$ cat config.mk
export PLATFORM = sky130hd
export DESIGN_NAME = div_sqrt_tagged_queue
export DESIGN_NICKNAME = d
export VERILOG_FILES = /design/src/rtl/div_sqrt_tagged_queue_pkg.sv /design/src/rtl/div_sqrt_result_fifo.sv /design/src/rtl/div_sqrt_tagged_queue.sv
export SDC_FILE = /design/constraint.sdc
export NUM_CORES = 1
export LEC_CHECK = 0
export CAP_MARGIN = 20
export CORE_MARGIN = 2
export CORE_UTILIZATION = 35
export CTS_CLUSTER_SIZE = 25
export DETAILED_ROUTE_END_ITERATION = 10
export PLACE_DENSITY = 0.71
export SYNTH_ARGS = -nofsm -noshare
export SYNTH_HDL_FRONTEND = slang
export SYNTH_SLANG_ARGS = --single-unit
$ cat constraint.sdc
create_clock -name clock -period 2.9 [get_ports clock]
set_input_delay 0.58 -clock clock [delete_from_list [all_inputs] [get_ports clock]]
set_output_delay 0.58 -clock clock [all_outputs]
set_load 0.02 [all_outputs]
$ cat src/rtl/div_sqrt_tagged_queue_pkg.sv
// rtl/div_sqrt_tagged_queue_pkg.sv - shared flag layout and helpers for the div/sqrt tagged queue
package div_sqrt_tagged_queue_pkg;

  localparam int FLAG_W         = 5;
  localparam int FLAG_INVALID   = 4;
  localparam int FLAG_INFINITE  = 3;
  localparam int FLAG_OVERFLOW  = 2;
  localparam int FLAG_UNDERFLOW = 1;
  localparam int FLAG_INEXACT   = 0;

  typedef struct packed {
    logic invalid;
    logic infinite;
    logic overflow;
    logic underflow;
    logic inexact;
  } exc_flags_t;

  function automatic int clog2(input int value);
    int result;
    int span;
    result = 0;
    span   = 1;
    while (span < value) begin
      span   = span * 2;
      result = result + 1;
    end
    return result;
  endfunction

endpackage

$ cat src/rtl/div_sqrt_result_fifo.sv
// rtl/div_sqrt_result_fifo.sv - synchronous result FIFO with occupancy count
// Head data is read straight from the storage registers; there is no write-to-read bypass.
module div_sqrt_result_fifo
  import div_sqrt_tagged_queue_pkg::*;
#(
  parameter int width = 8,
  parameter int depth = 2
) (
  input  logic                      clock,
  input  logic                      reset,
  input  logic                      push,
  input  logic [width-1:0]          push_data,
  input  logic                      pop,
  output logic                      valid,
  output logic [width-1:0]          head,
  output logic [clog2(depth+1)-1:0] count
);

  localparam int PTR_W = (clog2(depth) < 1) ? 1 : clog2(depth);
  localparam int CNT_W = clog2(depth + 1);

  logic [width-1:0] mem [depth];
  logic [PTR_W-1:0] rd_ptr;
  logic [PTR_W-1:0] wr_ptr;
  logic             full;
  logic             push_en;
  logic             pop_en;

  // Explicit wrap so non-power-of-two depths work.
  function automatic logic [PTR_W-1:0] next_ptr(input logic [PTR_W-1:0] ptr);
    return (ptr == PTR_W'(depth - 1)) ? '0 : ptr + PTR_W'(1);
  endfunction

  assign valid   = (count != '0);
  assign full    = (count == CNT_W'(depth));
  assign push_en = push && !full;
  assign pop_en  = pop && valid;
  assign head    = mem[rd_ptr];

  always_ff @(posedge clock) begin
    if (reset) begin
      rd_ptr <= '0;
      wr_ptr <= '0;
      count  <= '0;
      for (int i = 0; i < depth; i++) begin
        mem[i] <= '0;
      end
    end else begin
      if (push_en) begin
        mem[wr_ptr] <= push_data;
        wr_ptr      <= next_ptr(wr_ptr);
      end
      if (pop_en) begin
        rd_ptr <= next_ptr(rd_ptr);
      end
      case ({push_en, pop_en})
        2'b10:   count <= count + CNT_W'(1);
        2'b01:   count <= count - CNT_W'(1);
        default: count <= count;
      endcase
    end
  end

  overflow_a: assert property (@(posedge clock) disable iff (reset) !(push && full));

endmodule

$ cat src/rtl/div_sqrt_tagged_queue.sv
// rtl/div_sqrt_tagged_queue.sv - tagged request/response adapter around a div/sqrt unit
// Issue is credit-limited so the unbackpressured result pulse always finds a free FIFO slot.
module div_sqrt_tagged_queue
  import div_sqrt_tagged_queue_pkg::*;
#(
  parameter int expWidth = 8,
  parameter int sigWidth = 24,
  parameter int tagWidth = 4,
  parameter int depth    = 2
) (
  input  logic                       clock,
  input  logic                       reset,
  output logic                       inReady,
  input  logic                       inValid,
  input  logic [tagWidth-1:0]        inTag,
  input  logic                       sqrtOp,
  input  logic [expWidth+sigWidth:0] a,
  input  logic [expWidth+sigWidth:0] b,
  input  logic [2:0]                 roundingMode,
  output logic                       divInValid,
  input  logic                       divInReady,
  output logic                       divSqrtOp,
  output logic [expWidth+sigWidth:0] divA,
  output logic [expWidth+sigWidth:0] divB,
  output logic [2:0]                 divRoundingMode,
  input  logic                       divOutValid,
  input  logic [expWidth+sigWidth:0] divOut,
  input  logic [FLAG_W-1:0]          divExceptionFlags,
  output logic                       outValid,
  input  logic                       outReady,
  output logic [tagWidth-1:0]        outTag,
  output logic                       outSqrtOp,
  output logic [expWidth+sigWidth:0] out,
  output logic [FLAG_W-1:0]          exceptionFlags
);

  localparam int REC_W   = expWidth + sigWidth + 1;
  localparam int ENTRY_W = tagWidth + 1 + REC_W + FLAG_W;
  localparam int CNT_W   = clog2(depth + 1);

  logic                in_flight;
  logic [tagWidth-1:0] in_flight_tag;
  logic                in_flight_sqrt;
  logic                accept;
  logic                complete;
  logic [CNT_W-1:0]    fifo_count;
  logic [ENTRY_W-1:0]  push_entry;
  logic [ENTRY_W-1:0]  head_entry;

  // Credit counts buffered plus in-flight results; outReady deliberately not involved.
  assign inReady    = divInReady && ((int'(fifo_count) + int'(in_flight)) < depth);
  assign accept     = inValid && inReady;
  assign divInValid = accept;
  assign complete   = divOutValid && in_flight;

  assign divSqrtOp       = sqrtOp;
  assign divA            = a;
  assign divB            = b;
  assign divRoundingMode = roundingMode;

  always_ff @(posedge clock) begin
    if (reset) begin
      in_flight      <= 1'b0;
      in_flight_tag  <= '0;
      in_flight_sqrt <= 1'b0;
    end else if (accept) begin
      in_flight      <= 1'b1;
      in_flight_tag  <= inTag;
      in_flight_sqrt <= sqrtOp;
    end else if (complete) begin
      in_flight      <= 1'b0;
    end
  end

  assign push_entry = {in_flight_tag, in_flight_sqrt, divOut, divExceptionFlags};
  assign {outTag, outSqrtOp, out, exceptionFlags} = head_entry;

  div_sqrt_result_fifo #(
    .width (ENTRY_W),
    .depth (depth)
  ) u_fifo (
    .clock     (clock),
    .reset     (reset),
    .push      (complete),
    .push_data (push_entry),
    .pop       (outReady),
    .valid     (outValid),
    .head      (head_entry),
    .count     (fifo_count)
  );

  protocol_a: assert property (@(posedge clock) disable iff (reset) divOutValid |-> in_flight);

endmodule

# ---- Yosys cells after proc, flatten, opt, wreduce, memory -nomap -nowiden
# Memories as Yosys holds them, arrays and structs flattened. A register that Yosys moved wholly into a read port is not among the register bits.
# Cells that the tools add are included.
dict set report totals {
  word_cells 41
  latchBits 0
  regBits 10
  memories 1
  inputBits 118
  mem_bits_rw 86
  output_inout_bits 116
  romBits 0
}
# name words width rd rd_ports_with_merged_regs write_ports line_no
set memory_table {}
lappend memory_table {u_fifo.mem 2 43 1 1 2 div_sqrt_result_fifo.sv:22} ;# logic [width-1:0] mem [depth];
dict set report classes {
  addsub 5
  n_shift 0
  div_mod_pow 0
  n_mul 0
  n_eq_ne 3
  n_reduce_logical 10
  muxes 15
  n_lt_le_gt_ge 1
  n_bitwise 0
}
# cell n
set ops {}
lappend ops {{43-bit 2-to-1 mux} 1}
lappend ops {{43-bit OR reduction} 1}
lappend ops {{1-bit 2-to-1 mux} 13}
lappend ops {{2-bit nonzero test} 3}
lappend ops {{1-bit logical AND} 5}
lappend ops {{2-bit equality test, second input constant} 2}
lappend ops {{2-bit one-hot mux with 2 select lines} 1}
lappend ops {{2-bit by 1-bit adder with 3-bit output} 1}
lappend ops {{3-bit by 2-bit less-than comparator with 1-bit output, second input constant} 1}
lappend ops {{1-bit adder, second input constant} 2}
lappend ops {{2-bit by 1-bit adder with 2-bit output, second input constant} 1}
lappend ops {{2-bit by 1-bit equality test with 1-bit output, second input constant} 1}
lappend ops {{2-bit by 1-bit subtractor with 2-bit output, second input constant} 1}
lappend ops {{1-bit zero test} 1}

# ---- Depth between registers and ports, before layout
dict set report depth {
  ltp_word 8
  depth_mapped 6
  mapped_depth_nobuf 6
}

# ---- Modules after synthesis
# A second synthesis with hierarchy kept.
dict set report hier_totals {
  cells_unflattened 400
  hier_area_um2 4877.2
}
# mod instances area_per_inst_um2 cells_per_inst seq_area_each_um2
set by_module_without_submodules {}
lappend by_module_without_submodules {div_sqrt_result_fifo 1 4055.1 301 2682.6}
lappend by_module_without_submodules {div_sqrt_tagged_queue 1 822.0 99 120.1}

# ---- Least setup slack after synthesis
# No wires, ideal clock.
dict set report synth_path {
  kind {input to register}
  from {in divOutValid}
  to {mem u_fifo.mem[0][0] (netlist name) (enable)}
  setup_time_ns 0.407
  required_ns 2.493
  slack_ns 0.371
  stages 3
  arrival_ns 2.122
  n_path_buf 0
  path_cell_list {nand2_1 > or3_1 > nand2b_1}
}
# item line_no
set synth_rtl {}
lappend synth_rtl {{start, declared} div_sqrt_tagged_queue.sv:26} ;# input logic divOutValid,
lappend synth_rtl {{end, declared} div_sqrt_result_fifo.sv:22}

# ---- Final worst setup path
dict set report layout_path {
  from {in divInReady}
  to {out divInValid}
}
dict set report layout_via {
  elab_chain_len 2
}
# item line_no
set layout_rtl {}
lappend layout_rtl {{start, declared} div_sqrt_tagged_queue.sv:21} ;# input logic divInReady,
lappend layout_rtl {{1-bit logical AND} div_sqrt_tagged_queue.sv:51} ;# assign inReady = divInReady && ((int'(fifo_count) + int'(in_flight)) < depth);
lappend layout_rtl {{1-bit logical AND} div_sqrt_tagged_queue.sv:52} ;# assign accept = inValid && inReady;
lappend layout_rtl {{end, declared} div_sqrt_tagged_queue.sv:20} ;# output logic divInValid,
# No other way between the ends.

==> metrics.csv <==
stage;metric;value;unit
clock_network;CTS tree;built;
synth;Netlist cell types;27;
timing;RSZ-0062 raised after global routing;no;
worst_setup_path;Buf+Inv Stages, Crit Path;2;
synth;syn nets;473;
timing;minimum clock period;2600;ps
worst_setup_path;r2r endpoint;u_fifo.count[1];
clock_network;clock sink count;97;
worst_setup_path;crit path launch type;primary input;
synth;Synth top area share;0.544;
pwr;Pwr Density;603;mW/mm²
timing;final setup violation count;0;
worst_hold_path;worst hold path endpoint;in_flight_tag[3];
pwr;leak pwr;0.00210;µW
die;core area;0.0132;mm²
clock_network;CTS Buf Count;9;
synth;area leader, netlist;edfxtp_1;
die;die width;121;µm
clock_network;clock root cell;clkbuf_16;
route;WL/cell;18.4;µm
synth;top cells by count, synth;and2_1, edfxtp_1, buf_4;
worst_setup_path;crit-path max cell delay;650;ps
worst_setup_path;WP data arrival;2020;ps
worst_setup_path;crit-path max FO;2;
die;Core Rows;42;
route;drt first-iter violations;148;
synth;Post-synth EDFFs;86;
die;I/O Pins;234;
worst_setup_path;most used cell, CP;clkdlybuf4s50_1;
clock_network;hold_buf cts;0;
grt;initial antenna violation count;0;
layout;share of cells above drive strength 1;0.192;
grt;first-pass GRT wire length;15.4;mm
job;max cap viols;0;
timing;setup TNS;0;ps
synth;Post-Syn Area;0.00475;mm²
run_status;outcome;completed;
synth;ys flop type;edfxtp_1;
grt;gr ovfl total;0;
clock_network;H-tree Lvls;3;
place;PortBufs;95;
worst_setup_path;worst reg-to-reg path cell count;5;
route;drt pass-1 iters;4;
worst_hold_path;Hold Crit Start;in_flight_tag[3];
pwr;worst vdd ir;253;µV
route;routed wire length;10.4;mm
die;Die ar.;0.0145;mm²
clock_network;Reg clk slew, reported paths;60;ps
route;DR vias/cell;4.62;
timing;fin crit share;0.897;
layout;synthesis-to-layout area growth;21.2;%
synth;FF+latch count, synth;97;
synth;largest cells by area after synthesis;edfxtp_1, and2_1, buf_4;
synth;ys async rst share;0;
place;GPL Wtd Cong;0.762;
clock_network;Max clock buf depth;2;
route;Antenna Violating Nets Remaining;0;
clock_network;clk_lat worst skew;340;ps
worst_setup_path;crit path kind;primary input to output pin;
timing;Setup Skew;6.97;ps
clock_network;postcts setup bufs;0;
timing;slew at the pin with the worst max-slew slack;395;ps
grt;vias in the first global route;2765;
route;Residual DRC;0;
timing;final hold violations;0;
timing;FMAX;385;MHz
die;Die Span Y;121;µm
synth;part of the Yosys area used for sequential elements;0.590;
worst_setup_path;r2r startpoint;in_flight;
worst_setup_path;Top delay family on crit path;buffers and inverters;
worst_setup_path;reg-to-reg slack, setup;1130;ps
synth;Syn. warnings;0;
die;Starting Density;0.359;
worst_setup_path;CP max stage cell;clkdlybuf4s50_1;
layout;Final nets;500;
clock_network;post-cts resize count;0;
worst_setup_path;crit-path cells;clkdlybuf4s50_1, and4b_1, clkdlybuf4s50_1;
synth;Synth Area per Inst;13.4;µm²
worst_hold_path;Worst Hold Class;flip-flop to flip-flop;
worst_setup_path;CP Capture Type;output pin;
worst_hold_path;worst hold path cell count;2;
route;via count;2597;
place;worst slack at placement;298;ps
grt;largest net degree at the start of global routing;44;
worst_setup_path;WP data required;2320;ps
timing;Slew Limit Fails;0;
timing;Rel. slew slack;0.737;
grt;Overall Global Routing Usage;0.144;
synth;Syn Inst Count;354;
place;post-DP HPWL;7.25;mm
layout;diodes inserted;0;
timing;Worst Slack Setup Final;300;ps
==> cell usage in the layout, fill, tap and decap left out <==
master           synthesis  layout
o21ai_0                  2       2
buf_4                   70       4
clkinv_4                 0       3
bufinv_16                0       3
and4b_1                  1       1
nor4b_4                  1       1
or3_1                    2       2
nor2b_2                  1       1
a21oi_1                  2       2
nor2b_1                  1       1
nand2b_2                 0       1
mux2i_1                  5       5
xor2_1                   1       1
buf_12                   0       3
clkbuf_1                 3       1
clkdlybuf4s50_1          0      95
or2_2                    3       3
dfxtp_2                  0       1
edfxtp_1                86      86
and3b_1                  1       1
o21a_1                   1       1
mux2_2                  43      43
and2_1                  86      86
nor2_1                   3       3
clkbuf_16                0       9
ha_1                     1       1
nand2b_1                11      10
nor4_4                   1       1
xnor2_1                  2       2
dfxtp_1                 11      10
o21ba_2                  1       1
nand2_1                  2       2
==> per-layer routing <==
layer | vias to the layer above | routed length (µm) | track usage | share of wire
met2 | 116 | 5760 | 0.267 | 0.56
met1 | 1244 | 3190 | 0.129 | 0.31
li1 | 1193 | - | - | -
met3 | 44 | 862 | 0.0491 | 0.083
met5 | - | 0 | 0 | 0
met4 | 0 | 549 | 0.0996 | 0.053
==> how the worst max path moves through the flow <==
stage / end / cells after the start / start / slack, ps
finish: divInValid / 3 / divInReady / 300
global route: divInValid / 3 / divInReady / 280
CTS: divInValid / 3 / divInReady / 300
detailed placement: divInValid / 3 / divInReady / 300
global placement: divInValid / 3 / divInReady / 300
floorplan: u_fifo.mem[0][0] / 3 / divOutValid / 370
==> cell families after synthesis <==
family	Yosys count	share of synthesized area
mux	48	0.112
xor+xnor	3	0.00553
buf+inv	86	0.127
compound gates	6	0.00790
fa+ha+maj	1	0.00263
simple gates	113	0.155
flops	97	0.590
==> flip-flops by register name (all words and copies together) (netlist names), named ones only <==
name / count
in_flight_tag: 4
in_flight: 1
u_fifo.wr_ptr: 1
u_fifo.count: 2
in_flight_sqrt: 1
u_fifo.mem: 86
u_fifo.rd_ptr: 1
==> worst min-delay path, stage by stage (launching register included) <==
cell and delay (ps):
dfxtp_1 310, nand2b_1 70, mux2i_1 50
==> area by class of cell <==
type | instances | area [µm²]
Clock buffer | 10 | 229
Clock inverter | 6 | 116
Fill cell | 1191 | 7480
Multi-Input combinational cell | 171 | 1350
Sequential cell | 97 | 2800
Tap cell | 176 | 220
Timing Repair Buffer | 102 | 1040
==> power by group <==
group | leakage (µW) | switching [µW] | internal, µW
combinational | 0.000948 | 241 | 280
sequential | 0.000982 | 23.4 | 1580
clock | 0.000167 | 499 | 847
total | 0.00210 | 763 | 2710
==> metrics by stage <==
| step | instances | util | hold slack [ps] | total power (µW) | area [µm²] |
|---|---|---|---|---|---|
| after floorplan | 354 | - | 452 | 2050 | 4750 |
| after global placement | 546 | 0.409 | 464 | 2160 | 5410 |
| after detailed placement | 546 | 0.409 | 472 | 2170 | 5410 |
| after CTS | 562 | 0.435 | 485 | 3510 | 5760 |
| after global routing | 562 | 0.435 | 506 | 3600 | 5760 |
| final | 562 | 0.435 | 479 | 3470 | 5760 |
(Power assumes the default switching activity.)
